`config.mk`:
```
export PLATFORM = sky130hd
export DESIGN_NAME = ex_stage
export DESIGN_NICKNAME = d
export VERILOG_FILES = /design/src/rtl/ex_stage.sv
export SDC_FILE = /design/constraint.sdc
export NUM_CORES = 1
export LEC_CHECK = 0
export CELL_PAD_IN_SITES_DETAIL_PLACEMENT = 1
export CELL_PAD_IN_SITES_GLOBAL_PLACEMENT = 2
export CORE_UTILIZATION = 31
export CTS_CLUSTER_SIZE = 12
export DETAILED_ROUTE_END_ITERATION = 10
export PLACE_DENSITY_LB_ADDON = 0.08
export SLEW_MARGIN = 20
export SYNTH_ARGS = -nofsm -noshare
export SYNTH_HDL_FRONTEND = slang
export SYNTH_SLANG_ARGS = --single-unit
```
`constraint.sdc`:
```
create_clock -name clk -period 16.1 [get_ports clk]
set_input_delay 1.61 -clock clk [delete_from_list [all_inputs] [get_ports clk]]
set_output_delay 1.61 -clock clk [all_outputs]
set_load 0.02 [all_outputs]
```
`src/rtl/ex_stage.sv`:
```
// ex_stage: execute stage of the 5-stage core.
// Forwards operands from EX/MEM and WB, runs the ALU, resolves conditional
// branches, and registers everything into the EX/MEM pipeline register.
// Optional feature macro: EX_MUL_EN. When it is defined, op 1010 runs an
// iterative 32-cycle shift-add multiply that stalls the front end. When it
// is undefined, op 1010 is a single-cycle op whose result is 0, and stall_o
// is tied to 0.
module ex_stage #(
  parameter int ADDR_W = 14
) (
  input  logic              clk,
  input  logic              rst_n,
  input  logic              valid_i,
  input  logic              RegWrite_i,
  input  logic              ALUSrc_i,
  input  logic              Branch_i,
  input  logic [3:0]        ALUControl_i,
  input  logic [31:0]       imme_i,
  input  logic [31:0]       rdata1_i,
  input  logic [31:0]       rdata2_i,
  input  logic [31:0]       instr_i,
  input  logic [ADDR_W-1:0] addr_i,
  input  logic [4:0]        rd_i,
  input  logic [4:0]        rs1_i,
  input  logic [4:0]        rs2_i,
  input  logic              wb_regwrite_i,
  input  logic [4:0]        wb_rd_i,
  input  logic [31:0]       wb_wdata_i,
  output logic              stall_o,
  output logic              flush_o,
  output logic [ADDR_W-1:0] branch_target_o,
  output logic              valid_o,
  output logic              RegWrite_o,
  output logic [31:0]       alu_result_o,
  output logic [31:0]       rdata2_o,
  output logic [4:0]        rd_o,
  output logic [31:0]       instr_o
);

  localparam logic [3:0] ALU_AND  = 4'b0000;
  localparam logic [3:0] ALU_OR   = 4'b0001;
  localparam logic [3:0] ALU_ADD  = 4'b0010;
  localparam logic [3:0] ALU_XOR  = 4'b0011;
  localparam logic [3:0] ALU_SLL  = 4'b0100;
  localparam logic [3:0] ALU_SRL  = 4'b0101;
  localparam logic [3:0] ALU_SUB  = 4'b0110;
  localparam logic [3:0] ALU_SLT  = 4'b0111;
  localparam logic [3:0] ALU_SRA  = 4'b1000;
  localparam logic [3:0] ALU_SLTU = 4'b1001;
  localparam logic [3:0] ALU_MUL  = 4'b1010;

  // EX/MEM register state behind the outputs
  logic              r_valid;
  logic              r_regwrite;
  logic [31:0]       r_result;
  logic [31:0]       r_rdata2;
  logic [4:0]        r_rd;
  logic [31:0]       r_instr;
  logic              r_flush;
  logic [ADDR_W-1:0] r_target;

  logic [31:0]       w_fwd_a;
  logic [31:0]       w_fwd_b;
  logic [31:0]       w_op_b;
  logic [4:0]        w_shamt;
  logic [31:0]       w_alu;
  logic              w_cond;
  logic              w_taken;
  logic              w_squash;
  logic              w_idle;
  logic              w_mul_start;
  logic              w_accept;
  logic [ADDR_W-1:0] w_target;

  assign valid_o         = r_valid;
  assign RegWrite_o      = r_regwrite;
  assign alu_result_o    = r_result;
  assign rdata2_o        = r_rdata2;
  assign rd_o            = r_rd;
  assign instr_o         = r_instr;
  assign flush_o         = r_flush;
  assign branch_target_o = r_target;

  // The instruction presented right after a taken branch is a wrong-path bubble.
  assign w_squash = r_flush;

  // Operand forwarding: the younger EX/MEM result wins over WB; x0 never forwards.
  always_comb begin
    // NOTE: every always_comb output gets a default first so no path infers a latch.
    w_fwd_a = rdata1_i;
    w_fwd_b = rdata2_i;
    if (r_valid && r_regwrite && (r_rd != 5'd0) && (r_rd == rs1_i))
      w_fwd_a = r_result;
    else if (wb_regwrite_i && (wb_rd_i != 5'd0) && (wb_rd_i == rs1_i))
      w_fwd_a = wb_wdata_i;
    if (r_valid && r_regwrite && (r_rd != 5'd0) && (r_rd == rs2_i))
      w_fwd_b = r_result;
    else if (wb_regwrite_i && (wb_rd_i != 5'd0) && (wb_rd_i == rs2_i))
      w_fwd_b = wb_wdata_i;
  end

  assign w_op_b  = ALUSrc_i ? imme_i : w_fwd_b;
  assign w_shamt = w_op_b[4:0];

  // Single-cycle ALU; MUL and unused encodings produce 0 here.
  always_comb begin
    w_alu = 32'd0;
    case (ALUControl_i)
      ALU_AND:  w_alu = w_fwd_a & w_op_b;
      ALU_OR:   w_alu = w_fwd_a | w_op_b;
      ALU_ADD:  w_alu = w_fwd_a + w_op_b;
      ALU_SUB:  w_alu = w_fwd_a - w_op_b;
      ALU_XOR:  w_alu = w_fwd_a ^ w_op_b;
      ALU_SLL:  w_alu = w_fwd_a << w_shamt;
      ALU_SRL:  w_alu = w_fwd_a >> w_shamt;
      ALU_SRA:  w_alu = 32'($signed(w_fwd_a) >>> w_shamt);
      ALU_SLT:  w_alu = {31'd0, $signed(w_fwd_a) < $signed(w_op_b)};
      ALU_SLTU: w_alu = {31'd0, w_fwd_a < w_op_b};
      default:  w_alu = 32'd0;
    endcase
  end

  // Branch condition on the forwarded rs1/rs2, selected by funct3.
  always_comb begin
    w_cond = 1'b0;
    case (instr_i[14:12])
      3'b000:  w_cond = (w_fwd_a == w_fwd_b);
      3'b001:  w_cond = (w_fwd_a != w_fwd_b);
      3'b100:  w_cond = ($signed(w_fwd_a) <  $signed(w_fwd_b));
      3'b101:  w_cond = ($signed(w_fwd_a) >= $signed(w_fwd_b));
      3'b110:  w_cond = (w_fwd_a <  w_fwd_b);
      3'b111:  w_cond = (w_fwd_a >= w_fwd_b);
      default: w_cond = 1'b0;
    endcase
  end

  assign w_target = addr_i + imme_i[ADDR_W-1:0];
  assign w_accept = valid_i && !w_squash && w_idle && !w_mul_start;
  assign w_taken  = w_accept && Branch_i && w_cond;

`ifdef EX_MUL_EN
  typedef enum logic [1:0] {S_IDLE, S_BUSY, S_DONE} state_t;

  state_t      r_state;
  state_t      w_next_state;
  logic [4:0]  r_cnt;
  logic [31:0] r_mcand;
  logic [31:0] r_mplier;
  logic [31:0] r_prod;
  logic [31:0] r_m_rdata2;
  logic [4:0]  r_m_rd;
  logic [31:0] r_m_instr;
  logic        r_m_regwrite;
  logic        w_mul_done;

  // A branch carrying the MUL encoding resolves as a branch, never a multiply.
  assign w_mul_start = (r_state == S_IDLE) && valid_i && !w_squash &&
                       (ALUControl_i == ALU_MUL) && !Branch_i;
  assign w_idle      = (r_state == S_IDLE);
  assign w_mul_done  = (r_state == S_DONE);
  assign stall_o     = w_mul_start || (r_state == S_BUSY);

  // Multiply FSM state register.
  always_ff @(posedge clk) begin
    if (!rst_n) r_state <= S_IDLE;
    else        r_state <= w_next_state;
  end

  // Multiply FSM next state: one BUSY cycle per multiplier bit, then DONE.
  always_comb begin
    w_next_state = r_state;
    case (r_state)
      S_IDLE:  if (w_mul_start) w_next_state = S_BUSY;
      S_BUSY:  if (r_cnt == 5'd31) w_next_state = S_DONE;
      S_DONE:  w_next_state = S_IDLE;
      default: w_next_state = S_IDLE;
    endcase
  end

  // Shift-add datapath; operands and destination are frozen at start so
  // later input changes during BUSY cannot disturb the result.
  always_ff @(posedge clk) begin
    if (!rst_n) begin
      r_cnt        <= 5'd0;
      r_mcand      <= 32'd0;
      r_mplier     <= 32'd0;
      r_prod       <= 32'd0;
      r_m_rdata2   <= 32'd0;
      r_m_rd       <= 5'd0;
      r_m_instr    <= 32'd0;
      r_m_regwrite <= 1'b0;
    end else if (w_mul_start) begin
      r_cnt        <= 5'd0;
      r_mcand      <= w_fwd_a;
      r_mplier     <= w_op_b;
      r_prod       <= 32'd0;
      r_m_rdata2   <= w_fwd_b;
      r_m_rd       <= rd_i;
      r_m_instr    <= instr_i;
      r_m_regwrite <= RegWrite_i;
    end else if (r_state == S_BUSY) begin
      if (r_mplier[0]) r_prod <= r_prod + r_mcand;
      r_mcand  <= r_mcand << 1;
      r_mplier <= r_mplier >> 1;
      r_cnt    <= r_cnt + 5'd1;
    end
  end
`else
  assign w_mul_start = 1'b0;
  assign w_idle      = 1'b1;
  assign stall_o     = 1'b0;
`endif

  // EX/MEM capture: accepted op or finished multiply, otherwise a bubble.
  always_ff @(posedge clk) begin
    if (!rst_n) begin
      // NOTE: sequential state uses non-blocking assignments so every register samples pre-edge values.
      r_valid    <= 1'b0;
      r_regwrite <= 1'b0;
      r_result   <= 32'd0;
      r_rdata2   <= 32'd0;
      r_rd       <= 5'd0;
      r_instr    <= 32'd0;
    end else if (w_accept) begin
      r_valid    <= 1'b1;
      r_regwrite <= RegWrite_i;
      r_result   <= w_alu;
      r_rdata2   <= w_fwd_b;
      r_rd       <= rd_i;
      r_instr    <= instr_i;
`ifdef EX_MUL_EN
    end else if (w_mul_done) begin
      r_valid    <= 1'b1;
      r_regwrite <= r_m_regwrite;
      r_result   <= r_prod;
      r_rdata2   <= r_m_rdata2;
      r_rd       <= r_m_rd;
      r_instr    <= r_m_instr;
`endif
    end else begin
      r_valid    <= 1'b0;
      r_regwrite <= 1'b0;
    end
  end

  // Branch redirect: one-cycle flush pulse; target holds when not taken.
  always_ff @(posedge clk) begin
    if (!rst_n) begin
      r_flush  <= 1'b0;
      r_target <= '0;
    end else begin
      r_flush <= w_taken;
      if (w_taken) r_target <= w_target;
    end
  end

endmodule

```
* Yosys cells after proc, flatten, opt, wreduce, memory -nomap -nowiden
Index checks and enable logic that the tools add are counted.
Word-level totals: input port bits 205, bits in read-only memories 0, memories kept 0, bits in writable memories 0, register bits after elaboration 118, bits in latches 0, output and inout bits 119
Cells by class: div/mod/pow operators 0, reduce and logical (&&, ||, !) cells 16, order comparisons 6, eq/ne operators 20, bitwise logic cells 3, $add $sub $neg 3, shifts and indexed selects 3, muxes and demuxes 8, multiply operators 0
Operator list (number):
- $pmux W32 S10 | 1
- $mux W32 | 5
- $lt A32 B32 Y1 | 4
- $ge A32 B32 Y1 | 2
- $add A32 B32 Y32 | 1
- $and A32 B32 Y32 | 1
- $eq A32 B32 Y1 | 1
- $ne A32 B32 Y1 | 1
- $or A32 B32 Y32 | 1
- $shl A32 B5 Y32 | 1
- $shr A32 B5 Y32 | 1
- $sshr A32 B5 Y32 | 1
- $sub A32 B32 Y32 | 1
- $xor A32 B32 Y32 | 1
- $eq A5 B5 Y1 | 4
- $eq A4 B3 Y1 const B | 4
- $add A14 B14 Y14 | 1
- $eq A3 B3 Y1 const B | 4
- $logic_and A1 B1 Y1 | 10
- $reduce_bool A5 Y1 | 2
- $eq A4 B2 Y1 const B | 2
- $eq A4 B4 Y1 const B | 2
- $pmux W1 S6 | 1
- $eq A4 B1 Y1 const B | 1
- 6 further kinds | 6

* Logic depth before layout (Yosys ltp)
Gate-level depths: netlist of run 1.
depth after elaboration 8, gate-level depth with buffers 22, depth with buffers taken out 19

* Least setup slack after synthesis of run 1
OpenSTA, ideal clock, no wires.
path kind input to register, start input port rs2_i[4], end register r_result[26] (netlist: alu_result_o[26]), data required time 15.963 ns, data arrival time 6.544 ns, cell stages on the path 20, setup time 0.137 ns, path slack 9.418 ns, path through xor2_1 -> or4b_1 -> nor2_1 -> buf_2 -> mux2i_1 -> o21ai_0 -> inv_1 -> o21ai_0 -> ha_1 -> clkbuf_1 -> or4_1 -> or3_1 -> a211oi_1 -> o41ai_2 -> or4_1 -> nand3_1 -> xor2_1 -> o22ai_1 -> nor3_1 -> a22oi_1
On the way: cells in the longest elaborated chain, start to end 7, elaborated cells on any way between the ends 16, classes of those cells add/sub (2); eq/ne (2); shift (3); mux (4); bitwise (3); reduce/logical (2)
RTL lines:
- start: declaration | line 25 | input logic [4:0] rs2_i,
- $eq A5 B5 Y1 | line 98 | else if (wb_regwrite_i && (wb_rd_i != 5'd0) && (wb_rd_i == rs2_i))
- $logic_and A1 B1 Y1 | line 98
- $mux W32 | line 98
- $mux W32 (*) | line 96 | if (r_valid && r_regwrite && (r_rd != 5'd0) && (r_rd == rs2_i))
- $mux W32 (*) | line 102 | assign w_op_b = ALUSrc_i ? imme_i : w_fwd_b;
- $sub A32 B32 Y32, or another cell as far along | line 112 | ALU_SUB: w_alu = w_fwd_a - w_op_b;
- $pmux W32 S10 (*) | line 108 | case (ALUControl_i)
- end signal: assignment | line 227 | r_result <= w_alu;
- end: declaration | line 55 | logic [31:0] r_result;
Mark *: on every way between the ends. The rest lies on a longest branch, timed or not. A chain may end at the register's enable or synchronous reset.

* Worst setup path after layout of run 1
start input port rs2_i[4], end register r_result[20] (netlist: alu_result_o[20])
Same word-level chain as after synthesis.

==> results of run 1 <==
[state kept, by name, summed over array words and instances, names as in the netlist]
signal / flops
RegWrite_o: 1
flush_o: 1
alu_result_o: 32
valid_o: 1
rdata2_o: 32
branch_target_o: 14
rd_o: 5
instr_o: 32
[kinds of logic after synthesis]
kind of cell,synth area share
flip-flops,0.142
XOR/XNOR,0.0199
AND/OR/NAND/NOR,0.252
other,0.000225
AO/OA/AOI/OAI,0.356
multiplexers,0.0385
adder cells (fa/ha/maj),0.114
buffers and inverters,0.0774
[critical path, delay by kind of cell]
family / cells / cell delay (ns)
XOR/XNOR: 1 / 0.21
adder cells (fa/ha/maj): 1 / 0.46
AND/OR/NAND/NOR: 4 / 1.59
AO/OA/AOI/OAI: 8 / 3.20
buffers and inverters: 5 / 1.74
[layer usage]
metal	part of all wire	global-route usage	vias to the layer above
met2	0.43	0.636	1379
met3	0.10	0.116	347
met1	0.40	0.518	11300
li1	-	-	9795
met5	0.0011	0	-
met4	0.062	0.239	20
[cell usage after synthesis (7+ instances only)]
cell type	instances
or3_1	14
o21ai_1	61
xnor2_1	29
a32oi_1	18
ha_1	147
o22ai_1	33
nor2b_1	17
o32ai_1	8
nand2b_1	13
a21oi_1	218
a2111oi_0	12
nand2_1	378
clkbuf_1	112
buf_1	11
nor3_1	82
a22oi_1	8
buf_2	48
dfxtp_1	118
o221ai_1	17
o21bai_1	13
a21boi_0	7
a41oi_1	9
a211oi_1	44
nor4_1	17
o21a_1	8
o21ai_0	204
nor2_1	139
o211ai_1	37
and2_1	24
a221o_1	7
nand4_1	25
inv_1	129
a31oi_1	81
a221oi_1	22
a21o_1	19
xor2_1	9
nand3_1	150
a311oi_1	11
mux2i_1	54
o31ai_1	18
and3_1	16
[area by class of cell]
cell class / instances / share of cell area
multi-input cells: 2090 / 0.622
repair buffers: 387 / 0.174
flip-flops and latches: 118 / 0.111
well taps: 688 / 0.0406
inverters: 136 / 0.0241
clock buffers: 18 / 0.0202
clock inverters: 13 / 0.00708
diodes: 4 / 0.000472
[layout by cell type (no fill, tap or decap), types with 29 or more instances in the layout]
cell	n
nor2_1	136
a211oi_1	44
o21ai_1	61
a31oi_1	68
o211ai_1	37
nand2_1	377
o22ai_1	33
nor3_1	82
mux2i_1	54
dfxtp_1	118
inv_1	128
ha_1	147
a21oi_1	218
xnor2_1	29
clkdlybuf4s50_1	320
buf_4	65
nand3_1	150
o21ai_0	204
[per-stage QoR]
stage               instances  power, mW  setup slack [ns]  hold slack (ns)
finish                   3454       1.50              7.62            0.460
global route             3450       1.55              7.53            0.475
CTS                      3450       1.47              8.06            0.461
global placement         3419       1.06              7.72            0.442
floorplan                2524      0.741              9.42            0.535
detailed placement       3419       1.07              7.56            0.450
[final timing paths]
path,slack [ns],end,cells past startpoint,from
hold / removal,0.46,instr_o[27],2,instr_o[27]
setup reg to reg,8.72,alu_result_o[20],19,rd_o[4]
hold reg to reg,0.46,instr_o[27],2,instr_o[27]
setup / recovery,7.62,alu_result_o[20],19,rs2_i[4]
[power breakdown]
part,leakage (nW),internal [mW],switching (mW)
registers,0.967,0.309,0.0237
clock network,0.277,0.228,0.176
logic,6.84,0.252,0.509
total,8.08,0.788,0.708
==> reports/qor.yml, run 1 <==
outcome: "complete, but fails checks"
violations: "design-rule violations"
clockBufferDepth: 2
tightest_slew_ns: 1.27
grt_antenna_before_repair: 14
place_hpwl_um: 89900
num-fill-cells: 6740
max-slew-margin-rel: 0.140
vias: 22800
rsz0062_at_grt: "no"
async_reset_ff_frac: 0
leakage_nw: 8.08
synth_cell_types: 97
synth.net_count: 2879
min_period_ns: 8.48
seq_area_frac_synth: 0.142
portBuffers: 322
critical_path_class: "in2reg"
rows: 84
ioPinCount: 324
maxCapViolations: 0
cp_slowest_cell: "o311ai_0"
clock_latency_ns: 0.49
cts_tree: "done"
cts_made_buffers: 17
start_kind: "input port"
grt_max_degree: 69
skew_ns: 0.0136
final_util: 0.401
wl_um: 115000
clk_pin_slew_ns: 0.06
hold_buffers: 0
synth_top_area_share: 0.142
post-route-period-util: 0.527
crit_chain: "clkdlybuf4s50_1, xor2_1, nor4b_2, and3_1, o31ai_4, nand2_2, buf_4, buf_4, inv_2, buf_4, fa_1, or3_1, a311o_1, a31o_2, o21ai_1, a21oi_1, o311ai_0, a2111oi_1, a32oi_1"
design_area_um2: 21200
synth_edf_count: 0
viasPerCell: 6.60
cp.required_ns: 16.50
start_util: 0.316
wl_per_cell_um: 33.3
yosysWarnings: 0
die-area_um2: 54800
tns_ns: 0
ys.flop_type: "dfxtp_1"
clockRootBuffer: "clkbuf_16"
hold_class: "reg2reg"
critPathMaxStageDelay_ns: 1.12
grt_pass1_wl_um: 164000
overflow: 0
grt_pass1_vias: 22900
postCtsSetupRepairBufs: 0
cp_max_fo: 46
crit_arrival_ns: 8.88
setup_viol_count_final: 0
synth_area_um2: 16700
finalHoldViolCount: 0
slew_violations: 0
die_y_um: 234
coreArea_um2: 52900
drt-initial-drc-count: 2271
yosys-top-cells-area: "dfxtp_1 14%, ha_1 11%, nand2_1 8.5%, a21oi_1 6.5%, o21ai_0 6.1%"
htreeDepth: 4
final_antenna_net_count: 0
grt_usage: 0.415
yosys_register_bits: 118
gp_congestion: 1.08
fp.dieW_um: 234
finalNetCount: 3105
cts.sinks: 118
power.density_nw_per_um2: 70.5
area_delta_synth_final_pct: 27.2
layout-drive-gt1-share: 0.0619
ir_worst_vdd_uv: 70.1
avgSynthCellArea_um2: 6.61
end_kind: "flip-flop"
drt_first_pass_iters: 9
worst_path_most_repeated_cell: "buf_4"
multi_input_area_um2: 13200
fmax_ghz: 0.118
drc: 8
synth_largest_area_cell: "dfxtp_1"
cts_resized: 0
place_area_um2: 20600
synthCells: 2524
seq_area_um2: 2360
Note: power is estimated with default switching activity, not from simulation.
==> inputs of run 2 (changes only) <==
--- a/config.mk
+++ b/config.mk
@@ -7,7 +7,7 @@
 export LEC_CHECK = 0
 export CELL_PAD_IN_SITES_DETAIL_PLACEMENT = 1
 export CELL_PAD_IN_SITES_GLOBAL_PLACEMENT = 2
-export CORE_UTILIZATION = 31
+export CORE_UTILIZATION = 29
 export CTS_CLUSTER_SIZE = 12
 export DETAILED_ROUTE_END_ITERATION = 10
 export PLACE_DENSITY_LB_ADDON = 0.08
==> constraint.sdc (replaced) <==
create_clock -name clk -period 8.55 [get_ports clk]
set_input_delay 0.855 -clock clk [delete_from_list [all_inputs] [get_ports clk]]
set_output_delay 0.855 -clock clk [all_outputs]
set_load 0.02 [all_outputs]
==> run 2 against run 1 <==
Compared with the run above:
- the flow now finishes without violations
- utilization down 2.2 points
- clock-buffer cell count unchanged
- clock power up 110%
- global-route usage down 2.5 points
- final area is 1.2% higher
- register-to-register slack worse by 6.4 ns
- critical path type unchanged
- largest cell class unchanged
==> reports/qor.yml, run 2 (synthesized netlist as in run 1, its figures left out) <==
final_util: 0.379
crit_path_end: "alu_result_o[0]"
busiest_layer: "met2"
grt_antenna_before_repair: 14
min_period_ns: 7.17
wl_per_cell_um: 33.2
r2r_end: "alu_result_o[0]"
clockRootBuffer: "clkbuf_16"
p_int_mw: 1.56
vias: 22500
use_met3: 0.0941
dp_slack_ns: 0.992
coreArea_um2: 56600
htreeDepth: 4
setup_ws_ns: 1.38
die-area_um2: 58500
grt.met2_usage: 0.600
ir_worst_vdd_uv: 141
portBuffers: 322
grt_usage: 0.390
dp_cells: 3509
r2r_cells: 20
drt-initial-drc-count: 2393
tightest_slew_ns: 1.28
postCtsSetupRepairBufs: 0
fmax_ghz: 0.139
grt_pass1_vias: 22500
wl_um: 118000
startpoint: "wb_rd_i[4]"
die_y_um: 242
pwr-share-clk: 0.289
skew_ns: 0.0181
holdWs_ns: 0.459
fin_cells: 3543
critical_path_class: "in2reg"
cp_slowest_cell: "or4b_1"
gp_congestion: 1.07
drc: 0
drt_first_pass_iters: 6
total_power_mw: 2.90
clk_pin_slew_ns: 0.06
r2r_setup_slack_ns: 2.29
overflow: 0
grt_util_met1: 0.500
place_hpwl_um: 94100
hold_class: "reg2reg"
crit_arrival_ns: 7.50
setup_viol_count_final: 0
post-route-period-util: 0.839
slew_violations: 0
viasPerCell: 6.36
ioPinCount: 324
clockBufferDepth: 2
cts_made_buffers: 17
hold_buffers: 0
seqPwrFrac: 0.216
cp.required_ns: 8.88
rsz0062_at_grt: "no"
design_area_um2: 21500
finalHoldViolCount: 0
final_common_cell: "nand2_1"
end_kind: "flip-flop"
place_area_um2: 20800
num-fill-cells: 7174
tns_ns: 0
maxCapViolations: 0
finalNetCount: 3127
start_kind: "input port"
outcome: "complete, no violations"
multi_input_area_um2: 13200
cts_tree: "done"
layout-drive-gt1-share: 0.0675
cts_resized: 0
r2r_start: "rd_o[4]"
p_comb_frac: 0.496
grt_pass1_wl_um: 166000
leakage_nw: 8.22
cp_max_fo: 16
clock_latency_ns: 0.49
cts.sinks: 118
start_util: 0.295
power.density_nw_per_um2: 135
fp.dieW_um: 242
grt_max_degree: 74
crit_chain: "clkdlybuf4s50_1, xor2_1, or4b_1, nor2_4, buf_4, mux2i_1, o21ai_0, inv_1, o21ai_0, ha_1, or4_1, or3_1, a211oi_1, o41ai_2, or4_1, nand3_1, a211o_1, a2111oi_0, o21ai_1, nand3_1"
area_delta_synth_final_pct: 28.7
final_antenna_net_count: 0
seq_area_um2: 2360
sw_frac_of_total: 0.462
most-common-layout-cells: "378 x nand2_1, 320 x clkdlybuf4s50_1, 218 x a21oi_1"
critPathMaxStageDelay_ns: 0.62
p_sw_mw: 1.34
rows: 87
max-slew-margin-rel: 0.140
==> run 2: worst min path at each step <==
stage | from | depth (start not counted) | to | slack (ns)
2_1_floorplan | instr_o[0] | 2 | instr_o[0] | 0.53
3_3_place_gp | instr_o[13] | 2 | instr_o[13] | 0.44
3_5_place_dp | rdata2_o[8] | 2 | rdata2_o[8] | 0.45
4_1_cts | rdata2_o[24] | 2 | rdata2_o[24] | 0.46
5_1_grt | instr_o[29] | 2 | instr_o[29] | 0.48
6_report | rdata2_o[24] | 2 | rdata2_o[24] | 0.46
==> run 2: power groups by stage <==
stage	clock, mW	sequential (mW)	combinational [mW]
CTS	0.852	0.623	1.39
finish	0.838	0.626	1.44
floorplan	0	0.651	0.743
detailed placement	0	0.634	1.39
global placement	0	0.634	1.38
global route	0.872	0.627	1.51
==> run 2: layer usage <==
layer / wire length, µm / vias to the layer above / share of wire
li1: - / 9836 / -
met1: 48900 / 11200 / 0.42
met2: 51100 / 1255 / 0.43
met3: 10900 / 244 / 0.092
met4: 6750 / 16 / 0.057
met5: 109 / - / 0.00093
==> run 2: critical path, delay by kind of cell <==
kind	cells	cell delay, ns
buf+inv	3	0.98
compound gates	7	1.86
fa+ha+maj	1	0.45
simple gates	7	2.99
xor+xnor	1	0.20
mux	1	0.11
==> run 2: cell type report <==
| type | instances | share of cell area |
|---|---|---|
| Clock buffer | 18 | 0.0204 |
| Antenna cell | 2 | 0.000233 |
| Inverter | 136 | 0.0238 |
| Timing Repair Buffer | 409 | 0.180 |
| Sequential cell | 118 | 0.110 |
| Clock inverter | 14 | 0.00920 |
| Multi-Input combinational cell | 2090 | 0.612 |
| Tap cell | 756 | 0.0440 |
